--- config.mk ---
export PLATFORM = sky130hd
export DESIGN_NAME = multicycle_ctrl
export DESIGN_NICKNAME = d
export VERILOG_FILES = /design/src/rtl/multicycle_ctrl.sv
export SDC_FILE = /design/constraint.sdc
export NUM_CORES = 1
export LEC_CHECK = 0
export CORE_AREA = 2 2 84 86
export DETAILED_ROUTE_END_ITERATION = 6
export DIE_AREA = 0 0 86 88
export PLACE_DENSITY = 0.58
export SETUP_SLACK_MARGIN = 0.05
export SLEW_MARGIN = 10
export SYNTH_ARGS = -nofsm -noshare
export SYNTH_HDL_FRONTEND = slang
export SYNTH_SLANG_ARGS = --single-unit
--- constraint.sdc ---
create_clock -name clk -period 2.25 [get_ports clk]
set_input_delay 0.225 -clock clk [delete_from_list [all_inputs] [get_ports clk]]
set_output_delay 0.225 -clock clk [all_outputs]
set_load 0.01 [all_outputs]
--- src/rtl/multicycle_ctrl.sv ---
// Multi-cycle MIPS control FSM: sequences the datapath, drives all selects/strobes,
// counts retired instructions. Optional `MEM_WAIT_EN` stalls memory states on mem_ready.
module multicycle_ctrl #(
    parameter int CNT_W = 32
) (
    input  logic             clk,
    input  logic             rst_n,
    input  logic [5:0]       opcode,
    input  logic             zero,
    input  logic             mem_ready,
    output logic             PCWrite,
    output logic             PCWriteCond,
    output logic             IorD,
    output logic             MemRead,
    output logic             MemWrite,
    output logic             IRWrite,
    output logic             MemtoReg,
    output logic             RegDst,
    output logic             RegWrite,
    output logic             ALUSrcA,
    output logic [1:0]       ALUSrcB,
    output logic [2:0]       ALUOp,
    output logic [1:0]       PCSource,
    output logic             ExtOp,
    output logic [3:0]       state,
    output logic             illegal,
    output logic [CNT_W-1:0] retired
);

    typedef enum logic [3:0] {
        S_FETCH    = 4'd0,
        S_DECODE   = 4'd1,
        S_MEM_ADDR = 4'd2,
        S_MEM_RD   = 4'd3,
        S_MEM_WB   = 4'd4,
        S_MEM_WR   = 4'd5,
        S_EXEC     = 4'd6,
        S_R_WB     = 4'd7,
        S_BRANCH   = 4'd8,
        S_JUMP     = 4'd9,
        S_IMM_EX   = 4'd10,
        S_IMM_WB   = 4'd11
    } state_t;

    localparam logic [5:0] OP_R    = 6'b000000;
    localparam logic [5:0] OP_LW   = 6'b100011;
    localparam logic [5:0] OP_SW   = 6'b101011;
    localparam logic [5:0] OP_BEQ  = 6'b000100;
    localparam logic [5:0] OP_J    = 6'b000010;
    localparam logic [5:0] OP_ADDI = 6'b001000;
    localparam logic [5:0] OP_ANDI = 6'b001100;
    localparam logic [5:0] OP_ORI  = 6'b001101;

    state_t     st, st_nx;
    logic [5:0] op_q;
    logic       retire;
    logic       mem_go;

    // zero is consumed by the datapath's PC gating, not by the controller
    logic unused_in;
    assign unused_in = ^{zero, mem_ready};

`ifdef MEM_WAIT_EN
    assign mem_go = mem_ready;
`else
    assign mem_go = 1'b1;
`endif

    always_ff @(posedge clk or negedge rst_n) begin
        if (!rst_n) begin
            st      <= S_FETCH;
            op_q    <= 6'd0;
            retired <= '0;
        end else begin
            st <= st_nx;
            if (st == S_DECODE)
                op_q <= opcode;
            if (retire)
                retired <= retired + {{(CNT_W-1){1'b0}}, 1'b1};
        end
    end

    assign state = st;

    always_comb begin
        st_nx       = st;
        PCWrite     = 1'b0;
        PCWriteCond = 1'b0;
        IorD        = 1'b0;
        MemRead     = 1'b0;
        MemWrite    = 1'b0;
        IRWrite     = 1'b0;
        MemtoReg    = 1'b0;
        RegDst      = 1'b0;
        RegWrite    = 1'b0;
        ALUSrcA     = 1'b0;
        ALUSrcB     = 2'b00;
        ALUOp       = 3'b000;
        PCSource    = 2'b00;
        ExtOp       = 1'b1;
        illegal     = 1'b0;
        retire      = 1'b0;

        case (st)
            S_FETCH: begin
                MemRead = 1'b1;
                IRWrite = 1'b1;
                ALUSrcB = 2'b01;
                // PC advances only on the cycle the fetch completes
                PCWrite = mem_go;
                if (mem_go)
                    st_nx = S_DECODE;
            end
            S_DECODE: begin
                ALUSrcB = 2'b11;
                case (opcode)
                    OP_R:                      st_nx = S_EXEC;
                    OP_LW, OP_SW:              st_nx = S_MEM_ADDR;
                    OP_BEQ:                    st_nx = S_BRANCH;
                    OP_J:                      st_nx = S_JUMP;
                    OP_ADDI, OP_ANDI, OP_ORI:  st_nx = S_IMM_EX;
                    default: begin
                        st_nx   = S_FETCH;
                        illegal = 1'b1;
                    end
                endcase
            end
            S_MEM_ADDR: begin
                ALUSrcA = 1'b1;
                ALUSrcB = 2'b10;
                st_nx   = (op_q == OP_SW) ? S_MEM_WR : S_MEM_RD;
            end
            S_MEM_RD: begin
                MemRead = 1'b1;
                IorD    = 1'b1;
                if (mem_go)
                    st_nx = S_MEM_WB;
            end
            S_MEM_WB: begin
                RegWrite = 1'b1;
                MemtoReg = 1'b1;
                retire   = 1'b1;
                st_nx    = S_FETCH;
            end
            S_MEM_WR: begin
                MemWrite = 1'b1;
                IorD     = 1'b1;
                if (mem_go) begin
                    retire = 1'b1;
                    st_nx  = S_FETCH;
                end
            end
            S_EXEC: begin
                ALUSrcA = 1'b1;
                ALUOp   = 3'b010;
                st_nx   = S_R_WB;
            end
            S_R_WB: begin
                RegWrite = 1'b1;
                RegDst   = 1'b1;
                retire   = 1'b1;
                st_nx    = S_FETCH;
            end
            S_BRANCH: begin
                ALUSrcA     = 1'b1;
                ALUOp       = 3'b001;
                PCWriteCond = 1'b1;
                PCSource    = 2'b01;
                retire      = 1'b1;
                st_nx       = S_FETCH;
            end
            S_JUMP: begin
                PCWrite  = 1'b1;
                PCSource = 2'b10;
                retire   = 1'b1;
                st_nx    = S_FETCH;
            end
            S_IMM_EX: begin
                ALUSrcA = 1'b1;
                ALUSrcB = 2'b10;
                // latched opcode: the IR may already be changing under us
                case (op_q)
                    OP_ANDI: begin ExtOp = 1'b0; ALUOp = 3'b011; end
                    OP_ORI:  begin ExtOp = 1'b0; ALUOp = 3'b100; end
                    default: begin ExtOp = 1'b1; ALUOp = 3'b000; end
                endcase
                st_nx = S_IMM_WB;
            end
            S_IMM_WB: begin
                RegWrite = 1'b1;
                retire   = 1'b1;
                st_nx    = S_FETCH;
            end
            default: st_nx = S_FETCH;
        endcase

        // reset gates outputs immediately so no partial write completes
        if (!rst_n) begin
            PCWrite     = 1'b0;
            PCWriteCond = 1'b0;
            IorD        = 1'b0;
            MemRead     = 1'b0;
            MemWrite    = 1'b0;
            IRWrite     = 1'b0;
            MemtoReg    = 1'b0;
            RegDst      = 1'b0;
            RegWrite    = 1'b0;
            ALUSrcA     = 1'b0;
            ALUSrcB     = 2'b00;
            ALUOp       = 3'b000;
            PCSource    = 2'b00;
            ExtOp       = 1'b1;
            illegal     = 1'b0;
            retire      = 1'b0;
        end
    end

endmodule

Yosys cells after proc, flatten, opt, wreduce, memory -nomap -nowiden. Cells that the tools add are included.

$add $sub $neg: 1. Equal/unequal tests: 21. Muxes and demuxes: 38. Reductions and logical operators: 13.

Operators by type and width (number): 32-bit by 1-bit adder with 32-bit output (second input constant) (1); 6-bit by 4-bit == test with 1-bit output (second input constant) (5); 1-bit two-way mux (28); 4-bit case mux with 6 select lines (1); 4-bit case mux with 5 select lines (1); 6-bit == test (second input constant) (3); 4-bit by 3-bit == test with 1-bit output (second input constant) (4); 4-bit == test (second input constant) (4); 2-bit OR reduction (6); 3-bit case mux with 3 select lines (1); 4-bit by 2-bit == test with 1-bit output (second input constant) (2); 8-bit OR reduction (1); 6-bit by 2-bit == test with 1-bit output (second input constant) (1); 6-bit by 3-bit == test with 1-bit output (second input constant) (1); 6-bit zero test (1); 3-bit two-way mux (2); 2-bit case mux with 3 select lines (1); 3-bit case mux with 2 select lines (1); 3-bit OR reduction (2); 6-bit OR reduction (1); 4-bit by 1-bit == test with 1-bit output (second input constant) (1); 4-bit zero test (1); 2-bit two-way mux (2); 2-bit case mux with 2 select lines (1); 4-bit OR reduction (1).

Register bits: 42. Input port bits: 10. Output and inout bits: 55. Word-level logic and storage cells: 76.

Logic depth before layout (Yosys ltp). Gate-level depths: netlist of run 1.

Depth after elaboration: 5. Gate-level depth with buffers: 6.

Worst setup path after synthesis of run 1. Ideal clock, no wire load.

Kind: register -> output. Start point: reg st[0], in the netlist state[0]. End point: out ALUOp[1]. Arrival time: 1.787 ns. Data required time: 2.025 ns. Setup slack: 0.238 ns. Cell stages (with the launch flop): 5. Cell sequence: dfrtp_1 nand2b_4 or4_4 or4b_1 a21oi_1.

Cells in the longest elaborated chain, start to end: 3. Elaborated cells between the ends (all ways): 5. Those cells by class: 3 x eq/ne; 2 x mux.

Ends and longest elaborated chain: start: declaration (RTL line 54) `state_t st, st_nx;`; start signal: assignment (RTL line 75) `st <= st_nx;`; 4-bit == test / 4-bit by 3-bit == test with 1-bit output (equally long branches) (RTL line 104) `case (st)`; 3-bit case mux with 3 select lines * (RTL line 104); 3-bit two-way mux * (RTL line 198) `if (!rst_n) begin`; end: declaration (RTL line 22) `output logic [2:0] ALUOp,`.

Every way passes the cells marked *; elsewhere a longest branch is shown, timed or not.

Final worst setup path of run 1.
Start point: reg op_q[1]. End point: out ALUOp[1].

Cells in the longest elaborated chain, start to end: 4. Elaborated cells between the ends (all ways): 5. Those cells by class: 2 x eq/ne; 3 x mux.

Ends and longest elaborated chain: start: declaration (RTL line 55) `logic [5:0] op_q;`; start signal: assignment (RTL line 77) `op_q <= opcode;`; 6-bit by 4-bit == test with 1-bit output (RTL line 182) `case (op_q)`; 3-bit case mux with 2 select lines * (RTL line 182); 3-bit case mux with 3 select lines * (RTL line 104); 3-bit two-way mux * (RTL line 198).

Marked as above.

==> impl_metrics.csv, run 1 <==
group,metric,value,unit
status,status,"finished, violations left",
status,violations,"negative setup slack",
detailed_routing,drt_iter0_drc,64,
detailed_routing,antenna_left,0,
final_layout,layout_commonest_cell,"clkdlybuf4s50_1",
clock_tree,worstSkewPairLatency,0.29,ns
final_layout,design_area,3230,um2
global_route,grt_pass1_wl,8980,um
critical_path,path_class,"flip-flop to output port",
placement,dpl_cell_area,3050,um2
synthesis,synth_mux_area_share,2.98,%
final_layout,fin_nets,319,
synthesis,synth-xor-area-share,12.7,%
floorplanning,dieWidth,86,um
global_route,gr-usage-met2,24.0,%
synthesis,ys.flop_type,"dfrtp_1",
pwr,cellLeakagePower,0.00135,uW
synthesis,syn_area_per_cell,9.90,um2
global_route,grt_busiest_layer,"met2",
floorplanning,die-area,7570,um2
timing,relSlewSlack,61.3,%
final_layout,fillCellCount,639,
timing,setup_viol,1,
global_route,first_global_vias,1876,
final_layout,final_cells,389,
timing,hold_viol,0,
synthesis,synth_compound_area_share,5.46,%
synthesis,yosysUniqueCellTypes,38,
synthesis,syn_nets,240,
placement,portBuffers,62,
clock_tree,clock-root-buffer,"clkbuf_8",
timing,fin_skew,0.00934,ns
detailed_routing,drt-pass1-iter-count,4,
detailed_routing,drc,0,
final_layout,layout_common_cells,"clkdlybuf4s50_1, dfrtp_1, xnor2_1",
critical_path,worst_ep_required_time,2.03,ns
final_layout,n_antenna_cell,0,
pwr,power.density,661,nW/um2
hold_path,min_path_type,"input pin to async pin",
timing,timing.final.crit_share,103,%
final_layout,drive_gt1_share,18.4,%
synthesis,synthAdderAreaFrac,0.552,%
critical_path,cp_max_fo,3,
detailed_routing,vias,1964,
timing,hold_ws,0.0530,ns
final_layout,syn2layout_area_growth,42.4,%
pwr,finalPower,2140,uW
synthesis,synth_area,2270,um2
detailed_routing,via_per_inst,5.05,
pwr,internal_power,1460,uW
detailed_routing,routedWlPerCell,14.0,um
synthesis,synth-simple-area-share,28.6,%
global_route,overflow,0,
critical_path,slowest_delay,0.52,ns
critical_path,path_cells,"nand2b_4 -> or4_4 -> or4b_4 -> a21oi_2 -> buf_2",
global_route,grt_max_degree,33,
clock_tree,h-tree-depth,2,
timing,rsz0062_at_grt,"true",
clock_tree,tritoncts,"built",
synthesis,seq_area_frac_synth,46.4,%
clock_tree,cts.clk_slew.worst_paths,0.08,ns
synthesis,synth-edff-count,0,
placement,gp_congestion,0.737,
global_route,antenna_found_initial,0,
clock_tree,ctsLongestPathBuffers,2,
global_route,gr-usage-met1,20.2,%
pwr,p_sw_share,31.8,%
timing,worst_pin_slew,0.580,ns
timing,max_freq,0.432,GHz
synthesis,synthArstFlopShare,100,%
critical_path,cp_data_arrival_time,2.09,ns
placement,placed_cells,376,
floorplanning,io_pins,65,
clock_tree,cts_made_buffers,5,
timing,final-max-slew-violation-count,0,
synthesis,netlist_instances,229,
critical_path,crit_path_end_kind,"output port",
floorplanning,initial_utilization,34.1,%
pwr,ir_drop,246,uV
detailed_routing,wirelength,5470,um
timing,setup_slack,-0.0639,ns
timing,finalCriticalPeriod,2.31,ns
critical_path,critPathLaunchType,"flip-flop",
placement,dp_hpwl,3930,um
floorplanning,die_h,88,um
flow_run,cap_violations,0,
floorplanning,fp-row-count,30,
pwr,clkPwrFrac,22.6,%
global_route,track_usage,14.7,%
pwr,power_frac_seq,44.4,%
floorplanning,core_region_area,6640,um2
global_route,use_met3,1.89,%
critical_path,cp_top_family,"simple AND/OR/NAND/NOR gates",
critical_path,worstPathBufferInverterCount,1,
pwr,p_sw,679,uW
clock_tree,cts_sinks,42,
pwr,comb_power_share,33.0,%
placement,preCtsSetupSlack,-0.166,ns
synthesis,yosysWarningCount,0,
synthesis,ys_ff_latch,42,
critical_path,slowest_stage,"or4_4",
synthesis,synth_top_family_by_area,"simple AND/OR/NAND/NOR gates",
==> cell type report <==
cell class / instances / area (um2) / area share, %
Timing Repair Buffer: 85 / 793 / 24.6
Clock buffer: 6 / 72.6 / 2.25
Sequential cell: 42 / 1050 / 32.6
Multi-Input combinational cell: 172 / 1190 / 36.8
Inverter: 2 / 7.51 / 0.232
Tap cell: 80 / 100 / 3.10
Clock inverter: 2 / 13.8 / 0.426
==> cells in the mapped netlist (2+ instances only) <==
library cell | count | area share [%]
xor2_1 | 5 | 1.9
nand4_1 | 14 | 3.9
mux2_2 | 6 | 3.0
nor4_1 | 3 | 0.83
nor4_2 | 2 | 1.1
a21oi_1 | 9 | 2.0
dfrtp_1 | 42 | 46
buf_2 | 2 | 0.44
clkbuf_1 | 8 | 1.3
nor2_1 | 11 | 1.8
or2_2 | 2 | 0.55
inv_1 | 2 | 0.33
nor3_1 | 8 | 1.8
and4_1 | 5 | 1.9
xnor2_1 | 28 | 11
nand3b_1 | 2 | 0.66
and3_1 | 8 | 2.2
and2_1 | 7 | 1.9
nor2b_1 | 2 | 0.55
nand3_1 | 11 | 2.4
buf_4 | 2 | 0.66
o21ai_0 | 5 | 1.1
o21a_1 | 4 | 1.3
nand2b_1 | 4 | 1.1
nor3b_1 | 3 | 0.99
nand4b_1 | 2 | 0.77
nand2_1 | 21 | 3.5
==> power by group through the flow <==
stage | Sequential, uW | Combinational [uW] | Clock, uW
6_report | 949 | 704 | 482
5_1_grt | 966 | 762 | 526
4_1_cts | 937 | 669 | 505
3_5_place_dp | 951 | 664 | 0
3_3_place_gp | 944 | 663 | 0
2_1_floorplan | 958 | 312 | 0
==> flip-flops by register name (all words and copies together), names as in the netlist <==
name and flops:
op_q 6, retired 32, state 4
==> timing repair <==
item / in CTS / in global routing
hold buffers: 1 / 0
setup buffers: 0 / 4
pin swaps: 0 / 4
endpoints found under the hold margin: 2 / 0
setup endpoints to repair: 9 / 6
gates resized for setup: 20 / 9
==> metrics by stage <==
step	utilization (%)	TNS [ns]
2_1_floorplan	-	0
3_3_place_gp	45.9	-0.167
3_5_place_dp	45.9	-0.201
4_1_cts	47.3	-0.0761
5_1_grt	48.6	-0.119
6_report	48.6	-0.0639
==> layer usage <==
metal / routed length (um) / part of all wire, % / vias to the layer above
li1: - / - / 968
met1: 2610 / 48 / 961
met2: 2660 / 49 / 33
met3: 157 / 2.9 / 2
met4: 40 / 0.73 / 0
met5: 0 / 0 / -
==> cells by family (layout without fill, tap and decap cells) <==
group / count (synthesis) / after routing
xor+xnor: 33 / 33
simple gates: 111 / 111
compound gates: 21 / 21
buf+inv: 15 / 95
mux: 6 / 6
fa+ha+maj: 1 / 1
flops: 42 / 42
==> worst paths after layout <==
kind | from | endpoint | slack, ns | depth (start not counted)
max in group asynchronous | rst_n | state[3] | 1.59 | 2
setup / recovery | op_q[1] | ALUOp[1] | -0.06 | 5
hold reg to reg | retired[31] | retired[31] | 0.48 | 1
hold / removal | rst_n | state[1] | 0.05 | 2
setup reg to reg | state[1] | retired[24] | 0.41 | 7
min in group clk | rst_n | retired[2] | 0.48 | 4
(Power assumes the default switching activity.)
==> run 2: changes to the inputs <==
SETUP_SLACK_MARGIN = 0.3   (was 0.05)
==> run 2 against run 1 <==
Clock-buffer cell count grew 1. Wire length is 6.1% higher. Sequential power decreased by 1%. Sequential cell count did not move. Largest cell class unchanged. Via count rose by 4.6%. Design area increased by 5.0%. The flow still finishes with violations (negative setup slack). Critical path depth did not move. Clock power up 4%. Sequential share of layout area fell by 1.5 points. Combinational power increased by 3.6%. First-iteration DRC count rose by 28%.
==> impl_metrics.csv, run 2 (same netlist as run 1, synthesis figures left out) <==
group,metric,value,unit
pwr,internal_power,1480,uW
critical_path,critPathLaunchType,"flip-flop",
clock_tree,cts_sinks,42,
detailed_routing,vias,2054,
status,status,"finished, violations left",
timing,finalCriticalPeriod,2.33,ns
final_layout,fin_nets,331,
floorplanning,dieWidth,86,um
critical_path,worst_ep_required_time,2.03,ns
flow_run,cap_violations,0,
critical_path,path_cells,"nand2b_4 -> or4_4 -> or4b_4 -> a21oi_2 -> buf_2",
timing,fin_skew,0.0101,ns
critical_path,cp_data_arrival_time,2.10,ns
placement,dp_hpwl,3920,um
hold_path,min_path_type,"input pin to async pin",
final_layout,n_antenna_cell,0,
floorplanning,die_h,88,um
pwr,ir_drop,328,uV
floorplanning,core_region_area,6640,um2
final_layout,layout_common_cells,"clkdlybuf4s50_1, dfrtp_1, xnor2_1",
global_route,gr-usage-met1,21.7,%
critical_path,slowest_delay,0.52,ns
floorplanning,initial_utilization,34.1,%
status,violations,"negative setup slack",
final_layout,regArea,1050,um2
critical_path,r2r_setup_slack,0.23,ns
timing,final-max-slew-violation-count,0,
pwr,cellLeakagePower,0.00148,uW
timing,relSlewSlack,56.5,%
clock_tree,h-tree-depth,2,
final_layout,fillCellCount,609,
pwr,p_sw,685,uW
global_route,gr-usage-met2,24.7,%
placement,portBuffers,62,
detailed_routing,wirelength,5800,um
global_route,antenna_found_initial,0,
final_layout,layout_commonest_cell,"clkdlybuf4s50_1",
critical_path,crit_path_end_kind,"output port",
critical_path,r2r_start,"state[1]",
timing,hold_ws,0.00198,ns
pwr,finalPower,2170,uW
global_route,use_met3,2.73,%
clock_tree,cts_made_buffers,5,
critical_path,startpoint,"state[0]",
final_layout,regMostFlops,"retired",
global_route,grt_busiest_layer,"met2",
detailed_routing,antenna_left,0,
global_route,overflow,0,
critical_path,cp_num_cells,5,
pwr,p_sw_share,31.6,%
final_layout,drive_gt1_share,28.0,%
final_layout,largest_reg_flops,32,
critical_path,path_class,"flip-flop to output port",
pwr,comb_power_share,33.6,%
placement,preCtsSetupSlack,-0.229,ns
final_layout,multi_input_area,1270,um2
placement,dpl_cell_area,3070,um2
final_layout,syn2layout_area_growth,49.6,%
clock_tree,cts.clk_slew.worst_paths,0.08,ns
clock_tree,clock-root-buffer,"clkbuf_8",
global_route,first_global_vias,1950,
detailed_routing,drt_iter0_drc,82,
critical_path,slowest_stage,"or4_4",
critical_path,reg2regPathDepth,9,
global_route,grt_pass1_wl,9440,um
critical_path,worstReg2RegEnd,"retired[25]",
clock_tree,ctsLongestPathBuffers,2,
pwr,clkPwrFrac,23.2,%
timing,setup_slack,-0.0788,ns
placement,gp_congestion,0.729,
detailed_routing,drt-pass1-iter-count,4,
clock_tree,tritoncts,"built",
detailed_routing,routedWlPerCell,14.5,um
critical_path,cp_max_fo,2,
timing,setup_viol,1,
timing,worst_pin_slew,0.652,ns
critical_path,cp_top_family,"simple AND/OR/NAND/NOR gates",
timing,rsz0062_at_grt,"true",
global_route,grt_max_degree,39,
timing,fin_tns_setup,-0.0788,ns
final_layout,design_area,3390,um2
pwr,power.density,639,nW/um2
global_route,track_usage,15.6,%
timing,hold_viol,0,
floorplanning,io_pins,65,
timing,timing.final.crit_share,104,%
pwr,power_frac_seq,43.3,%
critical_path,setup.worst_path.end,"ALUOp[1]",
critical_path,worstPathBufferInverterCount,1,
floorplanning,fp-row-count,30,
clock_tree,worstSkewPairLatency,0.29,ns
detailed_routing,via_per_inst,5.12,
detailed_routing,drc,0,
floorplanning,die-area,7570,um2
timing,max_freq,0.429,GHz
## run 2: changes by cell type in the layout (fill, tap and decap cells not counted), moves of 3 or more
cell / delta
clkdlybuf4s50_1: -15
clkbuf_2: +4
buf_6: +8
clkdlybuf4s15_1: +4
nand3_1: -4
nand2_1: -4
nand2_2: +3
buf_2: +3
nand3_2: +4
buf_4: +6
## run 2: final cells by class
| class | count | share of cell area [%] |
|---|---|---|
| Clock buffer | 7 | 2.55 |
| Clock inverter | 1 | 0.148 |
| Inverter | 2 | 0.221 |
| Multi-Input combinational cell | 172 | 37.4 |
| Sequential cell | 42 | 31.1 |
| Tap cell | 80 | 2.95 |
| Timing Repair Buffer | 97 | 25.6 |
## run 2: layer usage
metal / up-vias / share of wire (%)
li1: 991 / -
met1: 1021 / 48
met2: 34 / 48
met3: 8 / 2.9
met4: 0 / 1.4
met5: - / 0
## run 2: through the flow
| step | std cells | util, % |
|---|---|---|
| after floorplan | 229 | - |
| after global placement | 378 | 46.2 |
| after detailed placement | 378 | 46.2 |
| after CTS | 397 | 49.3 |
| after global routing | 401 | 51.1 |
| final | 401 | 51.1 |
## run 2: power by group through the flow
stage	Sequential [uW]	Clock, uW	Combinational (uW)
2_1_floorplan	960	0	313
3_3_place_gp	947	0	652
3_5_place_dp	950	0	655
4_1_cts	934	518	690
5_1_grt	948	544	803
6_report	938	502	729
## run 2: worst min-delay path by stage
stage | startpoint | to | depth (start not counted)
floorplan | rst_n | op_q[0] | 0
global placement | rst_n | op_q[0] | 1
detailed placement | rst_n | op_q[0] | 1
CTS | rst_n | state[2] | 2
global route | rst_n | retired[1] | 2
finish | rst_n | state[3] | 2
## run 2: timing repair
action / in CTS / in global routing
gates resized for setup: 49 / 50
endpoints found under the setup margin: 20 / 27
buffers inserted: 9 / 3
cloned: 1 / 1
hold buffers: 1 / 0
pin swaps: 6 / 10
endpoints found under the hold margin: 1 / 0
## run 2: worst reg2reg max path: cells and delay by family, from the launching register on
kind	cells	cell delay, ns
buffers and inverters	5	0.68
AND/OR/NAND/NOR	3	0.63
flip-flops	1	0.41
XOR/XNOR	1	0.18
